[src/rtl/cam_pkg.sv]
// Shared CAM sizing constants and types used by the allocator, the write
// decoder and the CAM array.
package cam_pkg;

    localparam int CAM_DEPTH = 32;
    localparam int CAM_IDX_W = 5;

    typedef logic [CAM_IDX_W-1:0] cam_idx_t;
    typedef logic [CAM_DEPTH-1:0] cam_vec_t;

endpackage

[src/rtl/cam_free_prio_enc.sv]
// Lowest-zero priority encoder: finds the first free entry in a valid vector
// and flags whether any entry is free at all.
module cam_free_prio_enc
    import cam_pkg::*;
#(
    parameter int DEPTH = CAM_DEPTH,
    parameter int IDX_W = CAM_IDX_W
) (
    input  logic [DEPTH-1:0] i_valid,
    output logic [IDX_W-1:0] o_free_idx,
    output logic             o_any_free
);

    // Scan from the top down so the lowest free index is the last one written.
    always_comb begin
        o_free_idx = '0;
        o_any_free = 1'b0;
        for (int i = DEPTH - 1; i >= 0; i--) begin
            if (!i_valid[i]) begin
                o_free_idx = IDX_W'(i);
                o_any_free = 1'b1;
            end
        end
    end

endmodule

[src/rtl/cam_write_alloc.sv]
// CAM write-path allocator: picks the lowest free entry, or a round-robin
// victim when full, and drives a registered write strobe/index to the decoder.
module cam_write_alloc
    import cam_pkg::*;
#(
    parameter int DEPTH = CAM_DEPTH,
    parameter int IDX_W = CAM_IDX_W
) (
    input  logic             clk,
    input  logic             reset,
    input  logic             alloc_req_i,
    output logic             alloc_ready_o,
    input  logic             inval_i,
    input  logic [IDX_W-1:0] inval_index_i,
    input  logic             flush_i,
    output logic             write_enable_o,
    output logic [IDX_W-1:0] write_index_o,
    output logic             evict_o,
    output logic [DEPTH-1:0] valid_o,
    output logic [IDX_W:0]   count_o,
    output logic             full_o
);

    localparam logic [IDX_W:0]   FULL_COUNT = (IDX_W + 1)'(DEPTH);
    localparam logic [IDX_W:0]   ONE_COUNT  = (IDX_W + 1)'(1);
    localparam logic [IDX_W-1:0] ONE_IDX    = IDX_W'(1);

    logic [DEPTH-1:0] r_valid;
    logic [IDX_W:0]   r_count;
    logic             r_full;
    logic [IDX_W-1:0] r_rr_ptr;
    logic             r_we;
    logic [IDX_W-1:0] r_idx;
    logic             r_evict;

    logic             w_ready;
    logic             w_accept;
    logic [IDX_W-1:0] w_free_idx;
    logic             w_any_free;
    logic [IDX_W-1:0] w_victim;
    logic             w_evict;
    logic             w_inval_eff;
    logic [DEPTH-1:0] w_valid_next;
    logic [IDX_W:0]   w_count_next;

    cam_free_prio_enc #(
        .DEPTH (DEPTH),
        .IDX_W (IDX_W)
    ) u_free_enc (
        .i_valid    (r_valid),
        .o_free_idx (w_free_idx),
        .o_any_free (w_any_free)
    );

    assign w_ready  = ~reset & ~flush_i;
    assign w_accept = alloc_req_i & w_ready;
    assign w_evict  = ~w_any_free;
    assign w_victim = w_any_free ? w_free_idx : r_rr_ptr;

    // An invalidate aimed at the entry being allocated loses to the allocation.
    assign w_inval_eff = inval_i & r_valid[inval_index_i]
                       & ~(w_accept & (inval_index_i == w_victim));

    always_comb begin
        w_valid_next = r_valid;
        if (inval_i) begin
            w_valid_next[inval_index_i] = 1'b0;
        end
        if (w_accept) begin
            w_valid_next[w_victim] = 1'b1;
        end
    end

    always_comb begin
        w_count_next = r_count;
        if (w_accept && !w_evict) begin
            w_count_next = w_count_next + ONE_COUNT;
        end
        if (w_inval_eff) begin
            w_count_next = w_count_next - ONE_COUNT;
        end
    end

    // Flush clears occupancy and the victim pointer but leaves the last write
    // index untouched; the decoder only looks at it under a strobe.
    always_ff @(posedge clk) begin
        if (reset) begin
            r_valid  <= '0;
            r_count  <= '0;
            r_full   <= 1'b0;
            r_rr_ptr <= '0;
            r_we     <= 1'b0;
            r_idx    <= '0;
            r_evict  <= 1'b0;
        end else if (flush_i) begin
            r_valid  <= '0;
            r_count  <= '0;
            r_full   <= 1'b0;
            r_rr_ptr <= '0;
            r_we     <= 1'b0;
            r_evict  <= 1'b0;
        end else begin
            r_valid <= w_valid_next;
            r_count <= w_count_next;
            r_full  <= (w_count_next == FULL_COUNT);
            r_we    <= w_accept;
            r_evict <= w_accept & w_evict;
            if (w_accept) begin
                r_idx <= w_victim;
            end
            if (w_accept && w_evict) begin
                r_rr_ptr <= r_rr_ptr + ONE_IDX;
            end
        end
    end

    assign alloc_ready_o  = w_ready;
    assign write_enable_o = r_we;
    assign write_index_o  = r_idx;
    assign evict_o        = r_evict;
    assign valid_o        = r_valid;
    assign count_o        = r_count;
    assign full_o         = r_full;

endmodule

[config.mk]
export PLATFORM = sky130hd
export DESIGN_NAME = cam_write_alloc
export DESIGN_NICKNAME = d
export VERILOG_FILES = /design/src/rtl/cam_pkg.sv /design/src/rtl/cam_free_prio_enc.sv /design/src/rtl/cam_write_alloc.sv
export SDC_FILE = /design/constraint.sdc
export NUM_CORES = 1
export LEC_CHECK = 0
export CORE_MARGIN = 2
export CORE_UTILIZATION = 40
export DETAILED_ROUTE_END_ITERATION = 8
export DONT_BUFFER_PORTS = 1
export SLEW_MARGIN = 10
export SYNTH_ARGS = -nofsm -noshare
export SYNTH_HDL_FRONTEND = slang
export SYNTH_SLANG_ARGS = --single-unit
[constraint.sdc]
create_clock -name clk -period 3.55 [get_ports clk]
set_input_delay 0 -clock clk [delete_from_list [all_inputs] [get_ports clk]]
set_output_delay 0 -clock clk [all_outputs]
set_load 0.005 [all_outputs]
==> results.yml <==
logic_synthesis:
  synth_enable_flop_cells: 0
  yosys.area.top_type_share: 0.3366
  post_synthesis_cell_type_with_the_largest_combined_area: "sky130_fd_sc_hd__dfxtp_1"
  syn_area_sq_mm: 0.003033
  yosys-top-cells-area: "sky130_fd_sc_hd__dfxtp_1, sky130_fd_sc_hd__nand2_1, sky130_fd_sc_hd__a21oi_1, sky130_fd_sc_hd__o21ai_0, sky130_fd_sc_hd__mux2i_1"
  synth_sequential_area_ratio: 0.3366
  post_synth_inst_count: 398
  synth.distinct_cells: 58
  async_reset_ff_frac: 0
  syn_area_per_cell_sq_um: 7.620
  number_of_storage_elements_in_the_synthesis_netlist: 51
  ys.flop_type: "sky130_fd_sc_hd__dfxtp_1"
  postSynthNetCount: 411
  synth-warning-count: 0
sta:
  post-route-min-period_ns: 3.182
  timing.final.crit_share: 0.8963
  totalNegativeSetupSlack_ns: 0
  final_max_slew_viol_count: 0
  grt_setup_unrepaired: "no"
  setup_viol: 0
  worst_slew_pin_slew_ns: 0.8265
  slew_headroom: 0.4466
  max_clock_freq_ghz: 0.3143
  max_clock_skew_ns: 0.003918
  fin_worst_hold_slack_ns: 0.02611
  report.final.hold_viol_count: 0
routing:
  routed_wl_per_cell_um: 19.11
  totalWireLength_um: 9401
  firstDrtPassIters: 5
  vias_per_cell: 6.067
  route.detailed.drc: 0
  vias: 2985
  final_antenna_net_count: 0
  initialDrtViolationCount: 272
global_routing:
  grt_max_degree: 43
  grt_usage: 0.2244
  grt_pass1_wl_um: 14900
  global_route.overflow_total: 0
  first_global_vias: 2686
  antenna_found_initial: 0
cells_and_area:
  postLayoutCellArea_sq_mm: 0.003211
  antennaDiodeCount: 0
  layout-area-overhead-vs-synth_pct: 5.858
  fillers: 766
  final_layout_size_suffix_gt1_frac: 0.06361
  post_layout_nonfiller_instances: 492
  num-nets-final: 406
  final_core_utilization: 0.4403
flow_run:
  maxCapViolations: 0
floorplanning:
  die_w_um: 91.08
  die_height_um: 91.08
  fp.dieArea_sq_mm: 0.008295
  row_count: 31
  coreArea_sq_mm: 0.007292
  starting_utilization_of_the_core_area: 0.4159
  ios: 57
worst_setup_path:
  cell_chain_of_the_critical_path: "nand4_1, nor4_1, and2_1, nor2_1, xnor2_1, ha_1, xnor2_1, xor2_1, nand2_1, o22ai_1, nand4_1, a21oi_1"
  worst_setup_path_start_kind: "register"
  terminus_of_the_critical_flop_to_flop_path: "full_o"
  critPathArrivalTime_ns: 3.42
  crit-reg2reg-launch: "valid_o[8]"
  timing.critical_path.depth: 12
  worst_setup_path_end_kind: "register"
  crit_fanout: 9
  cp.buffers_inverters: 0
  critical_path_required_ns: 3.79
  reg2reg_depth: 12
  reg2reg_setup_slack_ns: 0.37
  critPathTopFamily: "simple AND/OR/NAND/NOR gates"
  critPathSlowestCell: "sky130_fd_sc_hd__nor4_1"
  cpPeakStageDelay_ns: 0.56
  kind_of_critical_path: "reg2reg"
  critical_path.endpoint: "full_o"
  worst_setup_sp: "valid_o[8]"
power:
  cellLeakagePower_nw: 0.9922
  areal_power_density_over_the_cells_mw_per_mm2: 300.8
  peakVddDrop_v: 0.0001326
clock_tree:
  cts_inserted_buffers: 5
  cts.sinks: 51
  cts.repair_timing.setup_buffer_count: 0
  cts_root_buffer: "sky130_fd_sc_hd__clkbuf_8"
  clk-insertion-delay-late_ns: 0.30
  clock_pin_slew_on_the_worst_setup_and_hold_paths_ns: 0.09
  cts_buffer_depth: 2
  cts_tree: "yes"
  cts_htree_levels: 2
placed_design:
  dpl_cell_area_sq_mm: 0.003113
  routabilityCongestion: 1.005
  post-place-cells: 484
  post_dp_hpwl_um: 6516
  place.port_buffers: 0
outcome:
  status: "finished, final reports clean"
hold_path:
  hold_class: "in2reg"
[synth_stat cells, drive strengths merged, types with 3 or more instances]
master / n
nand3: 11
xnor2: 9
nand4: 16
nor3b: 5
xor2: 8
nor2: 18
clkbuf: 11
nand2: 66
a21oi: 45
nand2b: 6
ha: 3
nor3: 10
mux2i: 11
buf: 8
or3: 4
o21ai: 45
nor4: 3
nor2b: 5
nand3b: 12
dfxtp: 51
inv: 10
[logic make-up after synthesis]
group	after synthesis	synth area share
multiplexers	14	0.05116
AND/OR/NAND/NOR	170	0.2941
buffers and inverters	29	0.04167
adder cells (fa/ha/maj)	3	0.01238
XOR/XNOR	17	0.05157
AO/OA/AOI/OAI	114	0.2125
flip-flops	51	0.3366
[report_power, final]
| part | leakage [nW] | internal [mW] | switching, mW |
|---|---|---|---|
| sequential | 0.411 | 0.573 | 0.00166 |
| combinational | 0.534 | 0.0193 | 0.0325 |
| clock | 0.0470 | 0.153 | 0.186 |
| total | 0.992 | 0.745 | 0.221 |
[worst register-to-register path, delay by kind of cell, from the launching register on]
| family | cells | cell delay, ns |
|---|---|---|
| and+or+nand+nor | 6 | 1.44 |
| adders and majority gates | 1 | 0.28 |
| AOI/OAI and AO/OA | 2 | 0.30 |
| xor gates and xnor gates | 3 | 0.64 |
| DFF | 1 | 0.46 |
[metrics by stage]
stage | setup WS (ns) | power (mW)
2_1_floorplan | 0.9158 | 0.6371
3_3_place_gp | 0.5821 | 0.6374
3_5_place_dp | 0.4459 | 0.6379
4_1_cts | 0.4248 | 0.9774
5_1_grt | 0.09220 | 1.005
6_report | 0.3682 | 0.9658
[area by class of cell]
| class | count | area (sq um) | share of cell area |
|---|---|---|---|
| clock inverters | 1 | 5.005 | 0.001559 |
| clock buffers | 6 | 82.58 | 0.02572 |
| multi-input cells | 318 | 1886 | 0.5873 |
| well taps | 99 | 123.9 | 0.03858 |
| flip-flops and latches | 51 | 1021 | 0.3180 |
| inverters | 10 | 37.54 | 0.01169 |
| repair buffers | 7 | 55.05 | 0.01715 |
[registers in the layout (all words and copies together) (netlist names)]
signal          cells
write_index_o       5
count_o             6
r_rr_ptr            5
write_enable_o      1
evict_o             1
valid_o            32
full_o              1
[routing by layer]
layer	track usage	routed length, um
met5	0	0
met4	0.08838	197
met3	0.04315	745
met2	0.3290	4184
met1	0.3229	4273
[placed cells by master (no fill, tap or decap), types with 9 or more instances in the layout]
cell and n:
sky130_fd_sc_hd__nand2_1 66, sky130_fd_sc_hd__nor2_1 18, sky130_fd_sc_hd__dfxtp_1 51, sky130_fd_sc_hd__nor3_1 9, sky130_fd_sc_hd__nand4_1 15, sky130_fd_sc_hd__mux2i_1 11
sky130_fd_sc_hd__nand3_1 11, sky130_fd_sc_hd__a21oi_1 45, sky130_fd_sc_hd__inv_1 10, sky130_fd_sc_hd__nand3b_1 12, sky130_fd_sc_hd__o21ai_0 44, sky130_fd_sc_hd__xnor2_1 9
[how the worst min path moves through the flow]
stage,start,end,slack (ns),cells after the start
after floorplan,reset,write_index_o[0],0.17,2
after global placement,reset,write_index_o[1],0.18,2
after global routing,inval_index_i[3],valid_o[14],0.04,3
final,inval_index_i[3],valid_o[14],0.03,3
after CTS,inval_index_i[3],valid_o[14],0.03,3
after detailed placement,reset,write_index_o[0],0.18,2
[timing repair]
action                    in CTS  in global routing
resized for setup              0                  0
hold endpoints to repair       5                  0
hold buffers                   1                  0
(Power assumes the default switching activity.)
